<file path="config.mk">
export PLATFORM = sky130hd
export DESIGN_NAME = ym2612_write_scheduler_flat
export DESIGN_NICKNAME = d
export VERILOG_FILES = /design/src/rtl/ym2612_write_scheduler_if.sv /design/src/rtl/ym2612_write_scheduler.sv /design/src/flat_wrapper.sv
export SDC_FILE = /design/constraint.sdc
export NUM_CORES = 1
export LEC_CHECK = 0
export ABC_AREA = 0
export CAP_MARGIN = 0
export CORE_ASPECT_RATIO = 0.9
export CORE_MARGIN = 1.5
export CORE_UTILIZATION = 53
export CTS_CLUSTER_DIAMETER = 80
export DETAILED_ROUTE_END_ITERATION = 7
export MAX_ROUTING_LAYER = met4
export PLACE_DENSITY = 0.82
export SYNTH_ARGS = -nofsm -noshare
export SYNTH_HDL_FRONTEND = slang
export SYNTH_SLANG_ARGS = --single-unit
</file>
<file path="constraint.sdc">
create_clock -name CLK -period 6.8 [get_ports CLK]
set_input_delay 1.36 -clock CLK [delete_from_list [all_inputs] [get_ports CLK]]
set_output_delay 1.36 -clock CLK [all_outputs]
set_load 0.01 [all_outputs]
</file>
<file path="src/rtl/ym2612_write_scheduler_if.sv">
// Requester handshake and YM2612 pin bundle for the write scheduler.
// The slave view is the scheduler; the master view is the requester/board side.
interface ym2612_write_scheduler_if #(
  parameter int NREQ = 2
);
  logic [NREQ-1:0]   req_valid;
  logic [NREQ-1:0]   req_ready;
  logic [NREQ-1:0]   req_part;
  logic [8*NREQ-1:0] req_addr;
  logic [8*NREQ-1:0] req_data;
  logic              nIC, nCS, nWR, nRD, A0, A1;
  logic [7:0]        D_OUT;
  logic              D_OE;
  logic [7:0]        D_IN;
  logic              busy;
  logic              timeout_err;

  modport slave (
    input  req_valid, req_part, req_addr, req_data, D_IN,
    output req_ready, nIC, nCS, nWR, nRD, A0, A1, D_OUT, D_OE, busy, timeout_err
  );

  modport master (
    output req_valid, req_part, req_addr, req_data, D_IN,
    input  req_ready, nIC, nCS, nWR, nRD, A0, A1, D_OUT, D_OE, busy, timeout_err
  );
endinterface

</file>
<file path="src/rtl/ym2612_write_scheduler.sv">
// Round-robin arbiter feeding a status-poll / address / data sequencer onto the YM2612 bus.
// Pin outputs are registered from the next-state decode so the chip never sees glitches.
module ym2612_write_scheduler #(
  parameter int NREQ         = 2,
  parameter int SETUP_CYC    = 1,
  parameter int PULSE_CYC    = 2,
  parameter int HOLD_CYC     = 1,
  parameter int IC_CYC       = 16,
  parameter int BUSY_TIMEOUT = 255
) (
  input logic CLK,
  input logic nRST,
  ym2612_write_scheduler_if.slave bus
);
  localparam int P    = SETUP_CYC + PULSE_CYC + HOLD_CYC + 1;
  localparam int CMAX = (IC_CYC > P) ? IC_CYC : P;
  localparam int CW   = $clog2(CMAX + 1);
  localparam int PLW  = $clog2(BUSY_TIMEOUT + 1);
  localparam int IW   = (NREQ > 1) ? $clog2(NREQ) : 1;

  localparam logic [CW-1:0]  C_LAST = CW'(P - 1);
  localparam logic [CW-1:0]  C_SMP  = CW'(SETUP_CYC + PULSE_CYC - 1);
  localparam logic [CW-1:0]  C_PS   = CW'(SETUP_CYC);
  localparam logic [CW-1:0]  C_PE   = CW'(SETUP_CYC + PULSE_CYC);
  localparam logic [CW-1:0]  C_ICL  = CW'(IC_CYC - 1);
  localparam logic [PLW-1:0] C_TO   = PLW'(BUSY_TIMEOUT);

  typedef enum logic [2:0] {S_INIT, S_IDLE, S_STAT, S_ADDR, S_DATA} state_t;

  state_t          r_state, w_state_nx;
  logic [CW-1:0]   r_cnt, w_cnt_nx;
  logic [PLW-1:0]  r_poll, w_poll_nx;
  logic [IW-1:0]   r_rr, w_gnt_idx;
  logic            w_gnt_vld, w_xfer, w_terr_set, w_last;
  logic [NREQ-1:0] w_ready;
  logic            r_part, r_bsy_smp;
  logic [7:0]      r_addr, r_data;
  logic            r_nic, r_ncs, r_nwr, r_nrd, r_a0, r_a1, r_oe, r_terr;
  logic [7:0]      r_dout;
  logic            w_acc_nx, w_rec_nx, w_pul_nx, w_wr_nx;

  // First valid requester strictly after the last winner, with wrap.
  always_comb begin
    w_gnt_vld = 1'b0;
    w_gnt_idx = '0;
    for (int k = 1; k <= NREQ; k++) begin
      if (!w_gnt_vld && bus.req_valid[(int'(r_rr) + k) % NREQ]) begin
        w_gnt_vld = 1'b1;
        w_gnt_idx = IW'((int'(r_rr) + k) % NREQ);
      end
    end
  end

  assign w_ready       = (r_state == S_IDLE && w_gnt_vld) ? (NREQ'(1) << w_gnt_idx) : '0;
  assign bus.req_ready = w_ready;
  assign w_xfer        = |(bus.req_valid & w_ready);
  assign w_last        = (r_cnt == C_LAST);

  always_comb begin
    w_state_nx = r_state;
    w_cnt_nx   = r_cnt + 1'b1;
    w_poll_nx  = r_poll;
    w_terr_set = 1'b0;
    case (r_state)
      S_INIT: if (r_cnt == C_ICL) begin w_state_nx = S_IDLE; w_cnt_nx = '0; end
      S_IDLE: begin
        w_cnt_nx = '0;
        if (w_xfer) begin w_state_nx = S_STAT; w_poll_nx = '0; end
      end
      S_STAT: if (w_last) begin
        w_cnt_nx = '0;
        if (!r_bsy_smp)          w_state_nx = S_ADDR;
        else if (r_poll < C_TO)  w_poll_nx  = r_poll + 1'b1;
        else begin w_terr_set = 1'b1; w_state_nx = S_ADDR; end
      end
      S_ADDR: if (w_last) begin w_cnt_nx = '0; w_state_nx = S_DATA; end
      S_DATA: if (w_last) begin w_cnt_nx = '0; w_state_nx = S_IDLE; end
      default: begin w_state_nx = S_INIT; w_cnt_nx = '0; end
    endcase
  end

  always_ff @(posedge CLK or negedge nRST) begin
    if (!nRST) begin
      r_state <= S_INIT;
      r_cnt   <= '0;
      r_poll  <= '0;
    end else begin
      r_state <= w_state_nx;
      r_cnt   <= w_cnt_nx;
      r_poll  <= w_poll_nx;
    end
  end

  // Phase decode of the cycle about to start.
  assign w_acc_nx = (w_state_nx == S_STAT) || (w_state_nx == S_ADDR) || (w_state_nx == S_DATA);
  assign w_wr_nx  = (w_state_nx == S_ADDR) || (w_state_nx == S_DATA);
  assign w_rec_nx = (w_cnt_nx == C_LAST);
  assign w_pul_nx = (w_cnt_nx >= C_PS) && (w_cnt_nx < C_PE);

  always_ff @(posedge CLK or negedge nRST) begin
    if (!nRST) begin
      r_rr      <= IW'(NREQ - 1);
      r_part    <= 1'b0;
      r_addr    <= '0;
      r_data    <= '0;
      r_bsy_smp <= 1'b0;
      r_nic     <= 1'b0;
      r_ncs     <= 1'b1;
      r_nwr     <= 1'b1;
      r_nrd     <= 1'b1;
      r_a0      <= 1'b0;
      r_a1      <= 1'b0;
      r_dout    <= '0;
      r_oe      <= 1'b0;
      r_terr    <= 1'b0;
    end else begin
      if (w_xfer) begin
        r_rr   <= w_gnt_idx;
        r_part <= bus.req_part[w_gnt_idx];
        r_addr <= bus.req_addr[{w_gnt_idx, 3'b000} +: 8];
        r_data <= bus.req_data[{w_gnt_idx, 3'b000} +: 8];
      end
      if (r_state == S_STAT && r_cnt == C_SMP) r_bsy_smp <= bus.D_IN[7];
      if (w_terr_set) r_terr <= 1'b1;
      r_nic <= (w_state_nx != S_INIT);
      r_ncs <= !(w_acc_nx && !w_rec_nx);
      r_nrd <= !((w_state_nx == S_STAT) && w_pul_nx);
      r_nwr <= !(w_wr_nx && w_pul_nx);
      r_oe  <= w_wr_nx && !w_rec_nx;
      // Bus address/data only move while nCS is low.
      if (w_acc_nx && !w_rec_nx) begin
        r_a1 <= w_wr_nx ? r_part : 1'b0;
        r_a0 <= (w_state_nx == S_DATA);
        if (w_state_nx == S_ADDR) r_dout <= r_addr;
        if (w_state_nx == S_DATA) r_dout <= r_data;
      end
    end
  end

  assign bus.nIC         = r_nic;
  assign bus.nCS         = r_ncs;
  assign bus.nWR         = r_nwr;
  assign bus.nRD         = r_nrd;
  assign bus.A0          = r_a0;
  assign bus.A1          = r_a1;
  assign bus.D_OUT       = r_dout;
  assign bus.D_OE        = r_oe;
  assign bus.busy        = (r_state != S_IDLE);
  assign bus.timeout_err = r_terr;
endmodule

</file>
<file path="src/flat_wrapper.sv">
// flat-port wrapper written by rule: the top's interface ports become plain ports
module ym2612_write_scheduler_flat 
#(
  parameter int NREQ         = 2,
  parameter int SETUP_CYC    = 1,
  parameter int PULSE_CYC    = 2,
  parameter int HOLD_CYC     = 1,
  parameter int IC_CYC       = 16,
  parameter int BUSY_TIMEOUT = 255
)
  (CLK, nRST, bus_req_valid, bus_req_part, bus_req_addr, bus_req_data, bus_D_IN, bus_req_ready, bus_nIC, bus_nCS, bus_nWR, bus_nRD, bus_A0, bus_A1, bus_D_OUT, bus_D_OE, bus_busy, bus_timeout_err);
  ym2612_write_scheduler_if #(.NREQ(NREQ)) bus_i ();
  input logic CLK;
  input logic nRST;
  input wire logic [$bits(bus_i.req_valid)-1:0] bus_req_valid;
  input wire logic [$bits(bus_i.req_part)-1:0] bus_req_part;
  input wire logic [$bits(bus_i.req_addr)-1:0] bus_req_addr;
  input wire logic [$bits(bus_i.req_data)-1:0] bus_req_data;
  input wire logic [$bits(bus_i.D_IN)-1:0] bus_D_IN;
  output wire logic [$bits(bus_i.req_ready)-1:0] bus_req_ready;
  output wire logic [$bits(bus_i.nIC)-1:0] bus_nIC;
  output wire logic [$bits(bus_i.nCS)-1:0] bus_nCS;
  output wire logic [$bits(bus_i.nWR)-1:0] bus_nWR;
  output wire logic [$bits(bus_i.nRD)-1:0] bus_nRD;
  output wire logic [$bits(bus_i.A0)-1:0] bus_A0;
  output wire logic [$bits(bus_i.A1)-1:0] bus_A1;
  output wire logic [$bits(bus_i.D_OUT)-1:0] bus_D_OUT;
  output wire logic [$bits(bus_i.D_OE)-1:0] bus_D_OE;
  output wire logic [$bits(bus_i.busy)-1:0] bus_busy;
  output wire logic [$bits(bus_i.timeout_err)-1:0] bus_timeout_err;
  assign bus_i.req_valid = bus_req_valid;
  assign bus_i.req_part = bus_req_part;
  assign bus_i.req_addr = bus_req_addr;
  assign bus_i.req_data = bus_req_data;
  assign bus_i.D_IN = bus_D_IN;
  assign bus_req_ready = bus_i.req_ready;
  assign bus_nIC = bus_i.nIC;
  assign bus_nCS = bus_i.nCS;
  assign bus_nWR = bus_i.nWR;
  assign bus_nRD = bus_i.nRD;
  assign bus_A0 = bus_i.A0;
  assign bus_A1 = bus_i.A1;
  assign bus_D_OUT = bus_i.D_OUT;
  assign bus_D_OE = bus_i.D_OE;
  assign bus_busy = bus_i.busy;
  assign bus_timeout_err = bus_i.timeout_err;
  ym2612_write_scheduler #(.NREQ(NREQ), .SETUP_CYC(SETUP_CYC), .PULSE_CYC(PULSE_CYC), .HOLD_CYC(HOLD_CYC), .IC_CYC(IC_CYC), .BUSY_TIMEOUT(BUSY_TIMEOUT)) u_core (.CLK(CLK), .nRST(nRST), .bus(bus_i));
endmodule
</file>
Yosys cells after proc, flatten, opt, wreduce, memory -nomap -nowiden
Cells that the tools add are included.
- register bits: 51
- bits of input ports: 46
- output and inout port bits: 19
- word-level logic and storage cells: 109
- add/subtract/negate cells: 4
- order comparisons: 6
- eq/ne operators: 16
- shift-type cells: 3
- multiplexer cells: 36
- bitwise logic cells: 3
- reductions and logical operators: 24
- operators with widths (cell ; number):
    $mux 8 ; 6
    $shiftx 16x5->8 ; 2
    $mux 3 ; 7
    $mux 1 ; 17
    $pmux 8 s2 ; 1
    $pmux 3 s5 ; 1
    $eq 3x2->1 const B ; 4
    $eq 5x3->1 const B ; 2
    $mux 5 ; 2
    $pmux 5 s2 ; 1
    $add 8x1->8 const B ; 1
    $logic_and 1x1->1 ; 8
    $lt 8x8->1 const B ; 1
    $ne 2x1->1 const B ; 4
    $eq 3x3->1 const B ; 2
    $lt 2x3->1 const B ; 2
    $add 5x1->5 const B ; 1
    $eq 5x2->1 const B ; 1
    $eq 5x4->1 const B ; 1
    $ge 5x1->1 const B ; 1
    $logic_not 1->1 ; 5
    $lt 5x2->1 const B ; 1
    $reduce_and 5->1 ; 1
    $reduce_bool 2->1 ; 2
    14 further kinds ; 18

Depth between registers and ports, before layout
Gate-level depths: netlist (run 1).
- depth after elaboration: 20
- mapped depth: 11
- depth with buffers taken out: 10

Worst setup path after synthesis (run 1)
Ideal clock, no wire load.
- path type: input to output
- start point: input bus_req_valid[1]
- end point: output bus_req_ready[1]
- arrival time: 2.274 ns
- required time: 5.440 ns
- path slack: 3.166 ns
- stages: 4
- buffers on the path: 1
- path through: nor2_1 -> nor3_2 -> clkbuf_1 -> and2_1
- word-level cells in the longest chain between the ends: 9
- elaborated cells on any way between the ends: 15
- classes of those cells: shift (1); mux (11); reduce/logical (3)
- ends and longest elaborated chain (element ; RTL line ; source):
    start, declared ; flat_wrapper.sv:15 ; input wire logic [$bits(bus_i.req_valid)-1:0] bus_req_valid;
    $mux 1 (implied by the code) (3 in series) ; ym2612_write_scheduler.sv:47 ; if (!w_gnt_vld && bus.req_valid[(int'(r_rr) + k) % NREQ]) begin
    $mux 1 ; ym2612_write_scheduler.sv:47 ;
    $logic_not 1->1 ; ym2612_write_scheduler.sv:47 ;
    $logic_and 1x1->1 ; ym2612_write_scheduler.sv:47 ;
    $mux 1 ; ym2612_write_scheduler.sv:47 ;
    $shl 1x1->2 / $logic_and 1x1->1 (equally long branches) ; ym2612_write_scheduler.sv:54 ; assign w_ready = (r_state == S_IDLE && w_gnt_vld) ? (NREQ'(1) << w_gnt_idx) : '0;
    $mux 2 * ; ym2612_write_scheduler.sv:54 ;
    end, declared ; flat_wrapper.sv:20 ; output wire logic [$bits(bus_i.req_ready)-1:0] bus_req_ready;
Every way passes the cells marked *; elsewhere a longest branch is shown, timed or not. The select of a mux whose other input is x is not followed.

Worst setup path after layout (run 1)
- start point: input bus_req_valid[0]
- end point: output bus_req_ready[1]
Same word-level chain as after synthesis.

==> impl_metrics.py, run 1 <==
metrics = {
    "outcome": {
        "status": "complete, no violations",
    },
    "synth": {
        "syn-num-nets": 302,
        "synth_seq_cells": 51,
        "yosysTopAreaCell": "dfrtp_1",
        "synth-main-ff-cell": "dfrtp_1",
        "synth-edff-count": 0,
        "netlist_top_cells_count": "dfrtp_1 (47), nor2_1 (33), nand2_1 (31), mux2i_1 (18), a21oi_1 (17)",
        "yosysMostFrequentCell": "dfrtp_1",
        "ys_types": 51,
        "synth_area_leaders": "dfrtp_1 (45%), mux2i_1 (6.9%), nor2_1 (4.7%), mux2_4 (4.6%), nand2_1 (4.5%)",
        "synth_cells": 250,
        "ys_warn_count": 0,
        "postSynthAreaPerCell_sq_um": 10.46,
        "synth_top_area_share": 0.4500,
        "synth-async-reset-ratio": 1.000,
        "ys_seq_area_frac": 0.4902,
        "syn-cell-area_sq_mm": 0.002614,
    },
    "placed_design": {
        "post-place-ws_ns": 2.188,
        "io_buffer_count": 57,
        "place.gp.congestion": 0.8793,
        "placed_cells": 364,
        "dp_hpwl_um": 3650,
    },
    "cts": {
        "cts_hold_buf": 0,
        "cts_tree": "done",
        "cts.repair.resized": 0,
        "cts_buffers": 5,
        "post_cts_buffers": 0,
        "root_buffer": "clkbuf_8",
        "clock_latency_ns": 0.31,
        "cts_buffer_depth": 2,
        "clock-sinks": 51,
        "clk_pin_slew_ns": 0.09,
        "ctsHtreeMaxLevel": 2,
    },
    "routing": {
        "met3_length_um": 172,
        "dr_total_vias": 1946,
        "wl_um": 5185,
        "drc": 0,
        "vias_per_cell": 5.231,
        "postRouteAntennaNets": 0,
        "post_drt_wl_per_cell_um": 13.94,
        "dr.max_layer_used": "met4",
        "wl_met2_um": 2603,
        "drt-met1-wl_um": 2350,
        "drt_iter0_drc": 78,
        "firstDrtPassIters": 4,
    },
    "timing": {
        "min_period_ns": 4.620,
        "worst_pin_slew_ns": 0.6200,
        "hold_violations": 0,
        "setup_violations": 0,
        "grt_setup_unrepaired": "no",
        "fin_worst_skew_ns": 0.004397,
        "finalSetupTns_ns": 0,
        "finalCritPeriodShare": 0.6794,
        "max_freq_mhz": 216.5,
        "postLayoutSetupSlackWorst_ns": 2.180,
        "relSlewSlack": 0.5867,
        "drv_slew": 0,
    },
    "power": {
        "finalPower_w": 0.001196,
        "peakVddDrop_mv": 0.2039,
        "powerDensity_mw_per_mm2": 361.3,
        "total_leakage_power_nw": 1.483,
    },
    "floorplanning": {
        "die_h_um": 69.62,
        "die-area_sq_mm": 0.005362,
        "core-area_sq_mm": 0.004805,
        "ios": 65,
        "rows": 24,
        "initial_core_util": 0.5440,
        "die_w_um": 77.03,
    },
    "finish": {
        "diodes": 0,
        "fin_cells": 372,
        "synthToLayoutAreaGrowth_pct": 26.66,
        "drive_gt1_frac": 0.1173,
        "final_util": 0.6891,
        "fin_nets": 358,
    },
    "global_route": {
        "overflow": 0,
        "track_usage": 0.2152,
        "grt_pass1_wl_um": 8790,
        "grt_pass1_vias": 1879,
        "grt_max_degree": 52,
        "antenna_found_initial": 0,
    },
    "job": {
        "cap_violations": 0,
    },
    "critical_path": {
        "crit_arrival_ns": 3.26,
        "critical_path_class": "input pin to primary output",
        "required_ns": 5.44,
        "start_kind": "input pin",
        "reg2reg_slack_ns": 4.10,
        "worstSetupEndpointType": "primary output",
        "worstPathMaxFanout": 45,
    },
    "worst_hold_path": {
        "hold_path_class": "register to register",
    },
}
## logic make-up (layout without fill, tap and decap cells)
family / Yosys count / in the layout / share of synthesized area
compound gates: 33 / 33 / 0.08951
xor+xnor: 11 / 11 / 0.03686
fa+ha+maj: 6 / 6 / 0.02872
buf+inv: 20 / 77 / 0.03878
flops: 51 / 51 / 0.4902
mux: 28 / 28 / 0.1235
simple gates: 101 / 101 / 0.1924
## routing by layer
layer | global-route usage | vias to the layer above
met5 | - | -
met4 | 0.07071 | 0
met3 | 0.03947 | 7
met2 | 0.3461 | 40
met1 | 0.2771 | 934
li1 | - | 965
## report_power, final
part | switching, W | internal (W)
registers | 0.0000835 | 0.000430
logic | 0.000240 | 0.000271
clock network | 0.0000999 | 0.0000721
## area by class of cell
type / count / area (sq um)
inverter: 9 / 33.78
clock inverter: 2 / 12.51
tap: 65 / 81.33
fill: 392 / 1494
sequential: 51 / 1281
clock buffer: 6 / 72.57
multi-input combinational: 179 / 1241
timing repair buffer: 60 / 588.1
## registers in the layout (all words and copies together), names as in the netlist, 3 cells and up
register / flops
u_core.r_poll: 8
u_core.r_state: 3
u_core.r_addr: 8
u_core.r_data: 8
u_core.r_cnt: 5
u_core.bus.D_OUT: 8
## stage by stage
step           hold WS [ns]  instance area (sq um)
6_report             0.4853                   3311
2_1_floorplan        0.4515                   2614
5_1_grt              0.5100                   3311
3_3_place_gp         0.4599                   3226
4_1_cts              0.4924                   3311
3_5_place_dp         0.4686                   3226
## worst max-delay path: stages
cell,delay (ns)
clkdlybuf4s50_1,0.53
nor2_1,0.12
nor3_4,0.12
buf_4,0.40
and2_1,0.19
clkdlybuf4s50_1,0.53
## layout by cell type (no fill, tap or decap), types with 2 or more instances in the layout
master and count:
clkdlybuf4s50_1 56, dfrtp_1 47, nor2_1 33, nand2_1 31, mux2i_1 18, a21oi_1 17
nand3_1 10, inv_1 8, mux2_4 8, xor2_1 6, ha_1 6, xnor2_1 5
clkbuf_8 5, nor3_1 4, nand4_1 4, dfstp_2 4, nand2b_1 3, buf_4 3
nor3_4 2, o31ai_1 2, a21o_1 2, and3_1 2, mux2_1 2
## final timing paths
| check | end | from | depth (start not counted) |
|---|---|---|---|
| max in group asynchronous | u_core.r_data[5]$_DFFE_PN0P_ | nRST | 2 |
| hold reg to reg | u_core.bus.timeout_err$_DFFE_PN0P_ | u_core.bus.timeout_err$_DFFE_PN0P_ | 2 |
| min in group asynchronous | u_core.r_addr[0]$_DFFE_PN0P_ | nRST | 2 |
| hold / removal | u_core.bus.timeout_err$_DFFE_PN0P_ | u_core.bus.timeout_err$_DFFE_PN0P_ | 2 |
| setup reg to reg | u_core.bus.D_OUT[6]$_DFFE_PN0P_ | u_core.r_cnt[1]$_DFF_PN0_ | 10 |
| setup / recovery | bus_req_ready[1] | bus_req_valid[0] | 6 |
(Power assumes the default switching activity.)
==> run 2: changes to the inputs <==
- CORE_UTILIZATION: 53 -> 44
- PLACE_DENSITY: 0.82 -> 0.72
- clock period: 6.8 -> 4.1 ns (I/O delays scaled with it)
==> impl_metrics.py, run 2 (synthesis results as in run 1) <==
metrics = {
    "outcome": {
        "status": "complete, no violations",
    },
    "cts": {
        "cts_buffers": 5,
        "cts.repair.resized": 0,
        "ctsHtreeMaxLevel": 2,
        "root_buffer": "clkbuf_8",
        "post_cts_buffers": 0,
        "cts_buffer_depth": 2,
        "clock-sinks": 51,
        "cts_tree": "done",
        "clock_latency_ns": 0.31,
        "cts_hold_buf": 0,
        "clk_pin_slew_ns": 0.09,
    },
    "power": {
        "total_leakage_power_nw": 1.502,
        "peakVddDrop_mv": 0.3600,
        "finalPower_w": 0.002110,
        "powerDensity_mw_per_mm2": 628.6,
    },
    "global_route": {
        "grt_max_degree": 52,
        "grt_pass1_vias": 1903,
        "overflow": 0,
        "grt_pass1_wl_um": 8970,
        "track_usage": 0.1802,
        "antenna_found_initial": 0,
    },
    "timing": {
        "min_period_ns": 3.121,
        "drv_slew": 0,
        "setup_violations": 0,
        "fin_worst_skew_ns": 0.007599,
        "hold_violations": 0,
        "grt_setup_unrepaired": "no",
        "finalSetupTns_ns": 0,
        "relSlewSlack": 0.2616,
        "finalCritPeriodShare": 0.7613,
        "max_freq_mhz": 320.4,
        "worst_pin_slew_ns": 1.108,
    },
    "worst_hold_path": {
        "hold_path_end": "u_core.bus.timeout_err$_DFFE_PN0P_",
        "min_from": "u_core.bus.timeout_err$_DFFE_PN0P_",
        "whs_path_depth": 2,
        "hold_path_class": "register to register",
    },
    "routing": {
        "drt_iter0_drc": 117,
        "drc": 0,
        "wl_um": 5315,
        "post_drt_wl_per_cell_um": 14.14,
        "dr_total_vias": 1938,
        "firstDrtPassIters": 4,
        "postRouteAntennaNets": 0,
        "vias_per_cell": 5.154,
    },
    "finish": {
        "final_common_cell": "clkdlybuf4s50_1",
        "n_fill_cell": 504,
        "synthToLayoutAreaGrowth_pct": 28.43,
        "diodes": 0,
        "final_cell_mix": "clkdlybuf4s50_1 (56), dfrtp_1 (47), nor2_1 (33)",
        "fin_nets": 357,
        "drive_gt1_frac": 0.1144,
        "final_util": 0.5897,
    },
    "job": {
        "cap_violations": 0,
    },
    "critical_path": {
        "critical_path_buf_inv_count": 2,
        "critPathSlowestCell": "clkdlybuf4s50_1",
        "cp_num_cells": 5,
        "r2r_end": "u_core.bus.D_OUT[6]$_DFFE_PN0P_",
        "cp_top_family": "buffers and inverters",
        "worstPathMaxFanout": 3,
        "cpMostUsedCell": "clkdlybuf4s50_1",
        "slowest_delay_ns": 0.55,
        "critical_path_class": "input pin to primary output",
        "start_kind": "input pin",
        "rr_worst_depth": 10,
        "required_ns": 3.28,
        "worstSetupEndpointType": "primary output",
        "crit_chain": "clkdlybuf4s50_1, nor2_1, nor3_4, and2_1, clkdlybuf4s50_1",
        "crit_arrival_ns": 2.30,
        "reg2reg_slack_ns": 1.48,
        "regToRegStartpoint": "u_core.r_cnt[1]$_DFF_PN0_",
    },
    "placed_design": {
        "io_buffer_count": 57,
        "place.gp.congestion": 0.8238,
        "dp_hpwl_um": 3784,
    },
    "floorplanning": {
        "rows": 26,
        "die_h_um": 76.12,
        "initial_core_util": 0.4591,
        "die_w_um": 84.24,
        "die-area_sq_mm": 0.006412,
        "ios": 65,
        "core-area_sq_mm": 0.005693,
    },
}
run 2: changes by cell type in the layout (fill, tap and decap cells not counted):
cell and delta:
clkinvlp_4 -1, bufinv_16 +2, buf_4 -1, clkinv_2 -1
run 2: worst max path at each step:
stage                                           end              from
finish                             bus_req_ready[1]  bus_req_valid[0]
global route                       bus_req_ready[1]  bus_req_valid[0]
CTS                                bus_req_ready[1]  bus_req_valid[0]
detailed placement  u_core.bus.D_OUT[0]$_DFFE_PN0P_  bus_req_valid[0]
global placement                   bus_req_ready[1]  bus_req_valid[0]
floorplan                          bus_req_ready[1]  bus_req_valid[1]
run 2: stage by stage:
stage | std cells | hold WS [ns] | cell area, sq um | worst slack, ns
floorplan | 250 | 0.4515 | 2614 | 1.546
global placement | 368 | 0.4632 | 3224 | 0.9594
detailed placement | 368 | 0.4567 | 3224 | 0.9477
CTS | 376 | 0.4782 | 3357 | 0.9694
global route | 376 | 0.5240 | 3357 | 0.9145
finish | 376 | 0.4749 | 3357 | 0.9785
run 2: cell type report:
class | count | area [sq um] | area share
Sequential cell | 51 | 1281 | 0.3817
Multi-Input combinational cell | 179 | 1241 | 0.3697
Timing Repair Buffer | 59 | 580.6 | 0.1729
Tap cell | 70 | 87.58 | 0.02609
Clock buffer | 6 | 72.57 | 0.02162
Clock inverter | 2 | 60.06 | 0.01789
Inverter | 9 | 33.78 | 0.01006
run 2: worst reg2reg max path, stage by stage, from the launching register on:
cell,delay [ns]
dfrtp_1,0.40
ha_1,0.21
nand3_1,0.11
inv_1,0.07
ha_1,0.18
or3b_1,0.38
o211ai_2,0.09
a22oi_2,0.14
o21ai_2,0.17
nor2b_4,0.42
mux2_4,0.34
run 2: power breakdown:
part	total, W	switching [W]	internal (W)	leakage (nW)
clock	0.000410	0.000166	0.000244	0.0654
combinational	0.000847	0.000398	0.000449	0.812
sequential	0.000853	0.000141	0.000713	0.624
total	0.00211	0.000704	0.00141	1.50
run 2: routing by layer:
| layer | GRT usage | wire, um | vias up |
|---|---|---|---|
| met1 | 0.2351 | 2475 | 941 |
| met2 | 0.2808 | 2646 | 31 |
| met5 | - | 0 | - |
| met3 | 0.04334 | 152 | 2 |
| li1 | - | - | 964 |
| met4 | 0.05246 | 40 | 0 |
==> run 3: changes to the inputs <==
- clock period: 4.1 -> 2.6 ns (I/O delays scaled with it)
==> impl_metrics.py, run 3 (synthesis results as in run 1) <==
metrics = {
    "outcome": {
        "status": "complete, no violations",
    },
    "global_route": {
        "grt_pass1_vias": 1811,
        "grt_max_degree": 44,
        "track_usage": 0.1738,
        "overflow": 0,
        "antenna_found_initial": 0,
        "grt_pass1_wl_um": 8590,
    },
    "timing": {
        "setup_violations": 0,
        "min_period_ns": 2.461,
        "worst_pin_slew_ns": 0.5901,
        "max_freq_mhz": 406.4,
        "finalCritPeriodShare": 0.9464,
        "finalSetupTns_ns": 0,
        "drv_slew": 0,
        "fin_worst_skew_ns": 0.004142,
        "relSlewSlack": 0.6066,
        "hold_violations": 0,
    },
    "cts": {
        "clock_latency_ns": 0.30,
        "cts_tree": "done",
        "cts_buffer_depth": 2,
        "clk_pin_slew_ns": 0.09,
        "root_buffer": "clkbuf_8",
        "cts_buffers": 5,
        "ctsHtreeMaxLevel": 2,
        "cts_hold_buf": 0,
        "clock-sinks": 51,
    },
    "job": {
        "cap_violations": 0,
    },
    "critical_path": {
        "crit_path_end": "bus_req_ready[0]",
        "worstPathMaxFanout": 3,
        "regToRegStartpoint": "u_core.r_cnt[1]$_DFF_PN0_",
        "cpMostUsedCell": "nand2b_1",
        "rr_worst_depth": 11,
        "reg2reg_slack_ns": 0.15,
        "critical_path_buf_inv_count": 1,
        "slowest_delay_ns": 0.56,
        "worstSetupEndpointType": "primary output",
        "r2r_end": "u_core.bus.D_OUT[4]$_DFFE_PN0P_",
        "crit_arrival_ns": 1.94,
        "startpoint": "u_core.r_state[1]$_DFF_PN0_",
        "cp_num_cells": 4,
        "cp_top_family": "simple AND/OR/NAND/NOR gates",
        "critical_path_class": "register to primary output",
        "required_ns": 2.08,
        "critPathSlowestCell": "clkdlybuf4s50_1",
        "start_kind": "register",
        "crit_chain": "nand2b_1, nand2b_1, nor3_1, clkdlybuf4s50_1",
    },
    "routing": {
        "postRouteAntennaNets": 0,
        "drc": 0,
        "vias_per_cell": 5.104,
        "drt_iter0_drc": 120,
        "dr_total_vias": 1965,
        "firstDrtPassIters": 4,
        "post_drt_wl_per_cell_um": 13.29,
        "wl_um": 5117,
    },
    "finish": {
        "fin_nets": 366,
        "synthToLayoutAreaGrowth_pct": 30.49,
        "fin_cells": 385,
        "final_common_cell": "clkdlybuf4s50_1",
        "diodes": 0,
        "final_util": 0.5991,
        "stdcell_area_sq_mm": 0.003411,
        "final_cell_mix": "clkdlybuf4s50_1 (55), dfrtp_1 (46), nor2_1 (33)",
        "drive_gt1_frac": 0.1460,
    },
    "power": {
        "peakVddDrop_mv": 0.5042,
        "finalPower_w": 0.003237,
        "total_leakage_power_nw": 1.550,
        "powerDensity_mw_per_mm2": 949.2,
    },
    "placed_design": {
        "place.gp.congestion": 0.8335,
        "dp_hpwl_um": 3750,
        "place_area_sq_mm": 0.003297,
        "io_buffer_count": 57,
        "placed_cells": 376,
    },
    "floorplanning": {
        "core-area_sq_mm": 0.005693,
        "die_w_um": 84.24,
        "die_h_um": 76.12,
        "rows": 26,
        "die-area_sq_mm": 0.006412,
        "initial_core_util": 0.4591,
        "ios": 65,
    },
    "worst_hold_path": {
        "hold_path_class": "input pin to asynchronous set/reset pin",
    },
}
-- run 3: changes by cell type in the layout (fill, tap and decap cells not counted), sizes merged --
| cell | change |
|---|---|
| buf | +9 |
| bufinv | -2 |
| clkbuf | +2 |
| clkdlybuf4s50 | -1 |
| dlymetal6s2s | +1 |
-- run 3: power breakdown --
group	leakage, nW	internal, W	switching (W)
clock network	0.0515	0.000243	0.000246
logic	0.876	0.000771	0.000638
registers	0.623	0.00113	0.000213
total	1.55	0.00214	0.00110
-- run 3: worst min-delay path by stage --
| stage | startpoint | end | slack (ns) | cells past startpoint |
|---|---|---|---|---|
| 3_5_place_dp | u_core.bus.timeout_err$_DFFE_PN0P_ | u_core.bus.timeout_err$_DFFE_PN0P_ | 0.46 | 2 |
| 6_report | nRST | u_core.r_bsy_smp$_DFFE_PN0P_ | 0.21 | 1 |
| 5_1_grt | nRST | u_core.r_poll[0]$_DFFE_PN0P_ | 0.25 | 1 |
| 3_3_place_gp | u_core.bus.timeout_err$_DFFE_PN0P_ | u_core.bus.timeout_err$_DFFE_PN0P_ | 0.46 | 2 |
| 4_1_cts | nRST | u_core.r_poll[0]$_DFFE_PN0P_ | 0.23 | 1 |
| 2_1_floorplan | nRST | u_core.bus.A0$_DFFE_PN0P_ | 0.22 | 0 |
-- run 3: what timing repair did --
action,CTS,global route
endpoints found under the setup margin,0,10
gates resized for setup,0,3
setup buffers,0,1
-- run 3: area by class of cell --
cell class / count / area [sq um]
Tap cell: 70 / 87.58
Fill cell: 494 / 2282
Multi-Input combinational cell: 179 / 1244
Timing Repair Buffer: 68 / 663.1
Clock buffer: 8 / 100.1
Sequential cell: 51 / 1282
Inverter: 9 / 33.78
-- run 3: stage by stage --
step                worst slack [ns]  hold slack [ns]
CTS                          0.03725           0.2288
floorplan                     0.3232           0.2244
detailed placement          -0.02543           0.4591
global route               -0.003142           0.2524
global placement             0.01292           0.4614
finish                        0.1393           0.2130
-- run 3: metal layers --
layer  GRT usage  wire, um
met1      0.2410      2479
met2      0.2552      2432
met3     0.03575       134
met5           -         0
met4     0.05902        70
